## src/rtl/seg_scan_pkg.sv

```systemverilog
// Shared types and sizing for the 7-segment scan controller.
// Digit count is fixed here so the index helper and the top agree on widths.
package seg_scan_pkg;

   localparam int NUM_DIGITS  = 6;
   localparam int DIGIT_SEL_W = $clog2(NUM_DIGITS);
   localparam int SEG_W       = 8;

   typedef enum logic [1:0] {
      IDLE,
      SELECT,
      BLANK,
      SHOW
   } scan_state_e;

   // One-hot decode of a digit index; indices past NUM_DIGITS decode to all zero.
   function automatic logic [NUM_DIGITS-1:0] sel_onehot(input logic [DIGIT_SEL_W-1:0] sel);
      logic [NUM_DIGITS-1:0] oh;
      oh = '0;
      for (int i = 0; i < NUM_DIGITS; i++) begin
         oh[i] = (sel == DIGIT_SEL_W'(i));
      end
      return oh;
   endfunction

endpackage

```

## src/rtl/seg_scan_next_idx.sv

```systemverilog
// Combinational search for the next enabled digit index, with wrap flag.
// inclusive=1 accepts cur itself; otherwise the search starts just after cur.
module seg_scan_next_idx
   import seg_scan_pkg::*;
(
   input  logic [NUM_DIGITS-1:0]  mask,
   input  logic [DIGIT_SEL_W-1:0] cur,
   input  logic                   inclusive,
   output logic [DIGIT_SEL_W-1:0] nxt,
   output logic                   wrap,
   output logic                   valid
);

   logic                   found_fwd;
   logic [DIGIT_SEL_W-1:0] idx_fwd;
   logic [DIGIT_SEL_W-1:0] idx_low;

   always_comb begin
      // NOTE: every variable gets a default before the loop so no latch is inferred.
      found_fwd = 1'b0;
      idx_fwd   = '0;
      idx_low   = '0;
      // Scan high to low so the last hit is the lowest qualifying index.
      for (int i = NUM_DIGITS - 1; i >= 0; i--) begin
         if (mask[i]) begin
            idx_low = DIGIT_SEL_W'(i);
            if ((i > int'(cur)) || (inclusive && (i == int'(cur)))) begin
               found_fwd = 1'b1;
               idx_fwd   = DIGIT_SEL_W'(i);
            end
         end
      end
   end

   assign nxt   = found_fwd ? idx_fwd : idx_low;
   assign wrap  = ~found_fwd;
   assign valid = |mask;

endmodule

```

## src/rtl/seg_scan_ctrl.sv

```systemverilog
// Time-multiplexed 6-digit 7-segment scan controller: select, blank, then show
// each enabled digit for its dwell, with registered segment and digit drive.
module seg_scan_ctrl
   import seg_scan_pkg::*;
#(
   parameter int DWELL_W      = 16,
   parameter int BLANK_CYCLES = 2,
   parameter bit DIGIT_ACT_LO = 1'b0
) (
   input  logic                   clk,
   input  logic                   rstb,
   input  logic                   ena,
   input  logic                   scan_en,
   input  logic [DWELL_W-1:0]     dwell,
   input  logic [NUM_DIGITS-1:0]  digit_mask,
   input  logic [SEG_W-1:0]       seg_in,
   output logic [DIGIT_SEL_W-1:0] digit_sel,
   output logic [SEG_W-1:0]       seg_out,
   output logic [NUM_DIGITS-1:0]  digit_en,
   output logic                   frame_tick,
   output logic                   busy
);

   localparam logic [NUM_DIGITS-1:0] EN_OFF = {NUM_DIGITS{DIGIT_ACT_LO}};
   localparam int BLANK_W    = (BLANK_CYCLES > 1) ? $clog2(BLANK_CYCLES) : 1;
   localparam int BLANK_LOAD = (BLANK_CYCLES > 0) ? BLANK_CYCLES - 1 : 0;

   scan_state_e            state;
   logic [DIGIT_SEL_W-1:0] ptr;
   logic [DWELL_W-1:0]     dwell_cnt;
   logic [BLANK_W-1:0]     blank_cnt;

   logic [DIGIT_SEL_W-1:0] nx_idx;
   logic                   nx_wrap;
   logic                   nx_valid;
   logic [DWELL_W-1:0]     dwell_load;
   logic [NUM_DIGITS-1:0]  show_en;

   // IDLE resumes at ptr (inclusive); SHOW advances past the digit on display.
   seg_scan_next_idx u_next_idx (
      .mask      (digit_mask),
      .cur       ((state == IDLE) ? ptr : digit_sel),
      .inclusive (state == IDLE),
      .nxt       (nx_idx),
      .wrap      (nx_wrap),
      .valid     (nx_valid)
   );

   // A dwell of zero still shows the digit for one cycle.
   assign dwell_load = (dwell == '0) ? '0 : dwell - DWELL_W'(1);
   assign show_en    = sel_onehot(digit_sel) ^ EN_OFF;

   always_ff @(posedge clk or negedge rstb) begin
      if (!rstb) begin
         state      <= IDLE;
         ptr        <= '0;
         digit_sel  <= '0;
         seg_out    <= '0;
         digit_en   <= EN_OFF;
         frame_tick <= 1'b0;
         busy       <= 1'b0;
         dwell_cnt  <= '0;
         blank_cnt  <= '0;
      end else if (ena) begin
         // NOTE: sequential state uses non-blocking assignments so every branch
         // reads the pre-edge values of state, counters and pointers.
         frame_tick <= 1'b0;
         if (!scan_en) begin
            state    <= IDLE;
            digit_en <= EN_OFF;
            seg_out  <= '0;
            busy     <= 1'b0;
         end else begin
            unique case (state)
               IDLE: begin
                  if (nx_valid) begin
                     state     <= SELECT;
                     digit_sel <= nx_idx;
                     busy      <= 1'b1;
                  end
               end

               SELECT: begin
                  if (BLANK_CYCLES == 0) begin
                     state     <= SHOW;
                     seg_out   <= seg_in;
                     dwell_cnt <= dwell_load;
                     digit_en  <= show_en;
                  end else begin
                     state     <= BLANK;
                     blank_cnt <= BLANK_W'(BLANK_LOAD);
                  end
               end

               BLANK: begin
                  if (blank_cnt == '0) begin
                     state     <= SHOW;
                     seg_out   <= seg_in;
                     dwell_cnt <= dwell_load;
                     digit_en  <= show_en;
                  end else begin
                     blank_cnt <= blank_cnt - BLANK_W'(1);
                  end
               end

               SHOW: begin
                  // The dwell always completes; the mask is consulted only on the last cycle.
                  if (dwell_cnt == '0) begin
                     digit_en <= EN_OFF;
                     if (nx_valid) begin
                        state      <= SELECT;
                        ptr        <= nx_idx;
                        digit_sel  <= nx_idx;
                        frame_tick <= nx_wrap;
                     end else begin
                        state   <= IDLE;
                        seg_out <= '0;
                        busy    <= 1'b0;
                     end
                  end else begin
                     dwell_cnt <= dwell_cnt - DWELL_W'(1);
                  end
               end

               default: begin
                  state    <= IDLE;
                  digit_en <= EN_OFF;
                  seg_out  <= '0;
                  busy     <= 1'b0;
               end
            endcase
         end
      end
   end

endmodule

```

## config.mk

```make
export PLATFORM = sky130hd
export DESIGN_NAME = seg_scan_ctrl
export DESIGN_NICKNAME = d
export VERILOG_FILES = /design/src/rtl/seg_scan_pkg.sv /design/src/rtl/seg_scan_next_idx.sv /design/src/rtl/seg_scan_ctrl.sv
export SDC_FILE = /design/constraint.sdc
export NUM_CORES = 1
export LEC_CHECK = 0
export CORE_MARGIN = 4
export CORE_UTILIZATION = 48
export CTS_CLUSTER_SIZE = 25
export DETAILED_ROUTE_END_ITERATION = 16
export GPL_TIMING_DRIVEN = 1
export PLACE_DENSITY = 0.77
export SLEW_MARGIN = 25
export SYNTH_ARGS = -nofsm -noshare
export SYNTH_HDL_FRONTEND = slang
export SYNTH_SLANG_ARGS = --single-unit
export TNS_END_PERCENT = 100
```

## constraint.sdc

```tcl
create_clock -name clk -period 2.38 [get_ports clk]
set_clock_uncertainty 0.1 [all_clocks]
set_input_delay 0.595 -clock clk [delete_from_list [all_inputs] [get_ports clk]]
set_output_delay 0.595 -clock clk [all_outputs]
set_load 0.05 [all_outputs]
```

==> impl_metrics.toml <==
[routing]
drt_wl_total_um = 7750
via_per_inst = 5.76
drtPass1Iterations = 4
num_vias = 2945
drt_iter0_drc = 170
ant_nets = 0
wl_per_cell_um = 15.2
drc = 0

[layout]
n_antenna_cell = 0
drive_gt1_share_pct = 27.1
syn2layout_area_growth_pct = 44.7
nFillCells = 434
fin_cells = 511
final_area_mm2 = 0.00418
multi_input_area_mm2 = 0.00179
finalNetCount = 477
seq_area_mm2 = 0.00103

[timing]
finalHoldViolCount = 0
rsz0062_at_grt = "false"
finalCritPeriodShare_pct = 96.8
fin_tns_setup_ps = 0
drv_slew = 0
max_freq_mhz = 434
maxSlewHeadroom_pct = 66.4
period_minus_slack_ps = 2300
setup_violations = 0
tightest_slew_ps = 502

[grt]
antenna_found_initial = 0
grt_use_total_pct = 21.5
grt_pass1_wl_um = 12800
grt_pass1_vias = 2864
grt_max_degree = 24
gr-total-overflow = 0

[synth]
synth.top_cell.area_share_pct = 35.5
async_flop_share_pct = 100
ys.flop_type = "dfrtp_1"
ys_ff_latch = 41
synthDistinctLibCells = 65
synth-seq-area-share_pct = 35.5
yosysMostFrequentCell = "dfrtp_1"
syn-cell-area_mm2 = 0.00289
synth_common_cells = "dfrtp_1 (41), nand2_1 (34), inv_1 (21), o21ai_0 (19), nor2_1 (17)"
ys_warn_count = 0
synth-edff-count = 0
syn_inst = 324
syn_avg_cell_area_um2 = 8.91
yosysTopAreaCell = "dfrtp_1"
synth_area_leaders = "dfrtp_1 (36%), mux2_2 (4.7%), nand2_1 (4.4%)"
synth_nets = 363

[clocking]
clk_latency_ps = 300
cts-root-buf = "clkbuf_8"
clockBufferDepth = 2
cts_made_buffers = 5
htreeDepth = 2
postCtsHoldBufs = 0
cts_tree = "yes"
clk_pin_slew_worst_paths_ps = 80
clock_sinks = 41

[floorplan]
num_rows = 27
die_w_um = 85.6
start_util_pct = 50.9
core_area_mm2 = 0.00568
die_y_um = 85.6
io_pins = 53
fp.dieArea_mm2 = 0.00732

[status]
status = "finished, final reports clean"

[placed_design]
placed_cell_area_mm2 = 0.00396
io_buffers = 52
place.gp.congestion = 0.870
dp_hpwl_um = 6020
dp_cells = 501

[hold_path]
hold_path.class = "input pin to async pin"

[power_and_ir_drop]
vdd_drop_max_mv = 0.698
leakagePower_nw = 1.83
fin_total_pwr_mw = 4.02
powerDensity_mw_per_mm2 = 963

[critical_path]
cp-start-kind = "input pin"
cp_max_fo = 8
crit_required_ps = 2510
crit_type = "input pin to flip-flop"
crit_path_end_kind = "flip-flop"
critPathArrivalTime_ps = 2430

[flow_run]
max-cap-violations = 0
## area by class of cell
class / instances / area share (%)
inverters: 21 / 1.89
flip-flops and latches: 41 / 24.6
clock inverters: 2 / 0.928
well taps: 72 / 2.16
repair buffers: 123 / 26.0
clock buffers: 6 / 1.74
multi-input cells: 246 / 42.7
## registers in the layout (all words and copies together), names as in the netlist
name / cells
state: 2
blank_cnt: 1
busy: 1
seg_out: 8
ptr: 3
digit_en: 6
dwell_cnt: 16
digit_sel: 3
frame_tick: 1
## power breakdown
| group | total, mW | leakage [nW] | internal (mW) | switching [mW] |
|---|---|---|---|---|
| registers | 1.24 | 0.529 | 0.952 | 0.292 |
| logic | 2.20 | 1.24 | 0.967 | 1.24 |
| clock network | 0.573 | 0.0554 | 0.315 | 0.258 |
## cell usage in the layout (no fill, tap or decap), drive strengths merged, types with 3 or more instances in the layout
cell type / instances
or3: 7
nor2: 17
xor2: 5
nand2: 34
nor4: 9
inv: 21
mux2i: 10
nand3: 9
a21o: 4
o211ai: 4
a2111oi: 3
dlygate4sd2: 3
a221o: 5
buf: 75
nor3: 13
nand2b: 5
xnor2: 6
mux2: 12
nor3b: 3
and3: 3
clkdlybuf4s50: 42
o221ai: 6
a31oi: 4
or4: 4
ha: 5
a21oi: 11
nor2b: 7
nand4: 5
dfrtp: 41
dlymetal6s2s: 3
o31ai: 4
o21ai: 21
clkbuf: 6
## final timing paths
check | slack (ps) | start | endpoint | cells past startpoint
max | 80 | digit_mask[1] | seg_out[1] | 7
min | 130 | rstb | dwell_cnt[1] | 1
max reg2reg | 110 | dwell_cnt[1] | digit_sel[1] | 8
min reg2reg | 420 | digit_en[0] | digit_en[0] | 1
max in group asynchronous | 1570 | rstb | seg_out[1] | 2
min in group clk | 420 | digit_en[0] | digit_en[0] | 1
## worst max-delay path: stages
cell,delay (ps)
clkdlybuf4s50_1,430
or4_4,500
or2_4,250
nand3_2,90
and4_4,240
buf_12,130
mux2i_1,190
## metal layers
layer | track usage, % | vias to the layer above | routed length [um]
met4 | 7.34 | 0 | 122
met2 | 40.0 | 84 | 4010
li1 | - | 1441 | -
met1 | 25.3 | 1409 | 3270
met5 | 0 | - | 0
met3 | 2.88 | 11 | 349
## cell families after synthesis
logic type	share of synthesized area, %
buffers and inverters	5.59
adders and majority gates	2.17
AOI/OAI and AO/OA	19.9
muxes	8.15
DFF	35.5
xor gates and xnor gates	3.34
and+or+nand+nor	25.3
## what timing repair did
| item | CTS | global route |
|---|---|---|
| endpoints found under the setup margin | 18 | 26 |
| pin swaps | 5 | 7 |
| setup buffers | 1 | 1 |
| gates resized for setup | 7 | 19 |
| hold endpoints to repair | 0 | 0 |
## through the flow
stage               hold WS (ps)  setup WS, ps  utilization, %
global placement             390          -343            69.8
CTS                          145          6.71            72.1
detailed placement           400          -399            69.8
finish                       135          76.9            73.6
global route                 165          8.28            73.6
floorplan                    199          81.6               -
(Power assumes the default switching activity.)
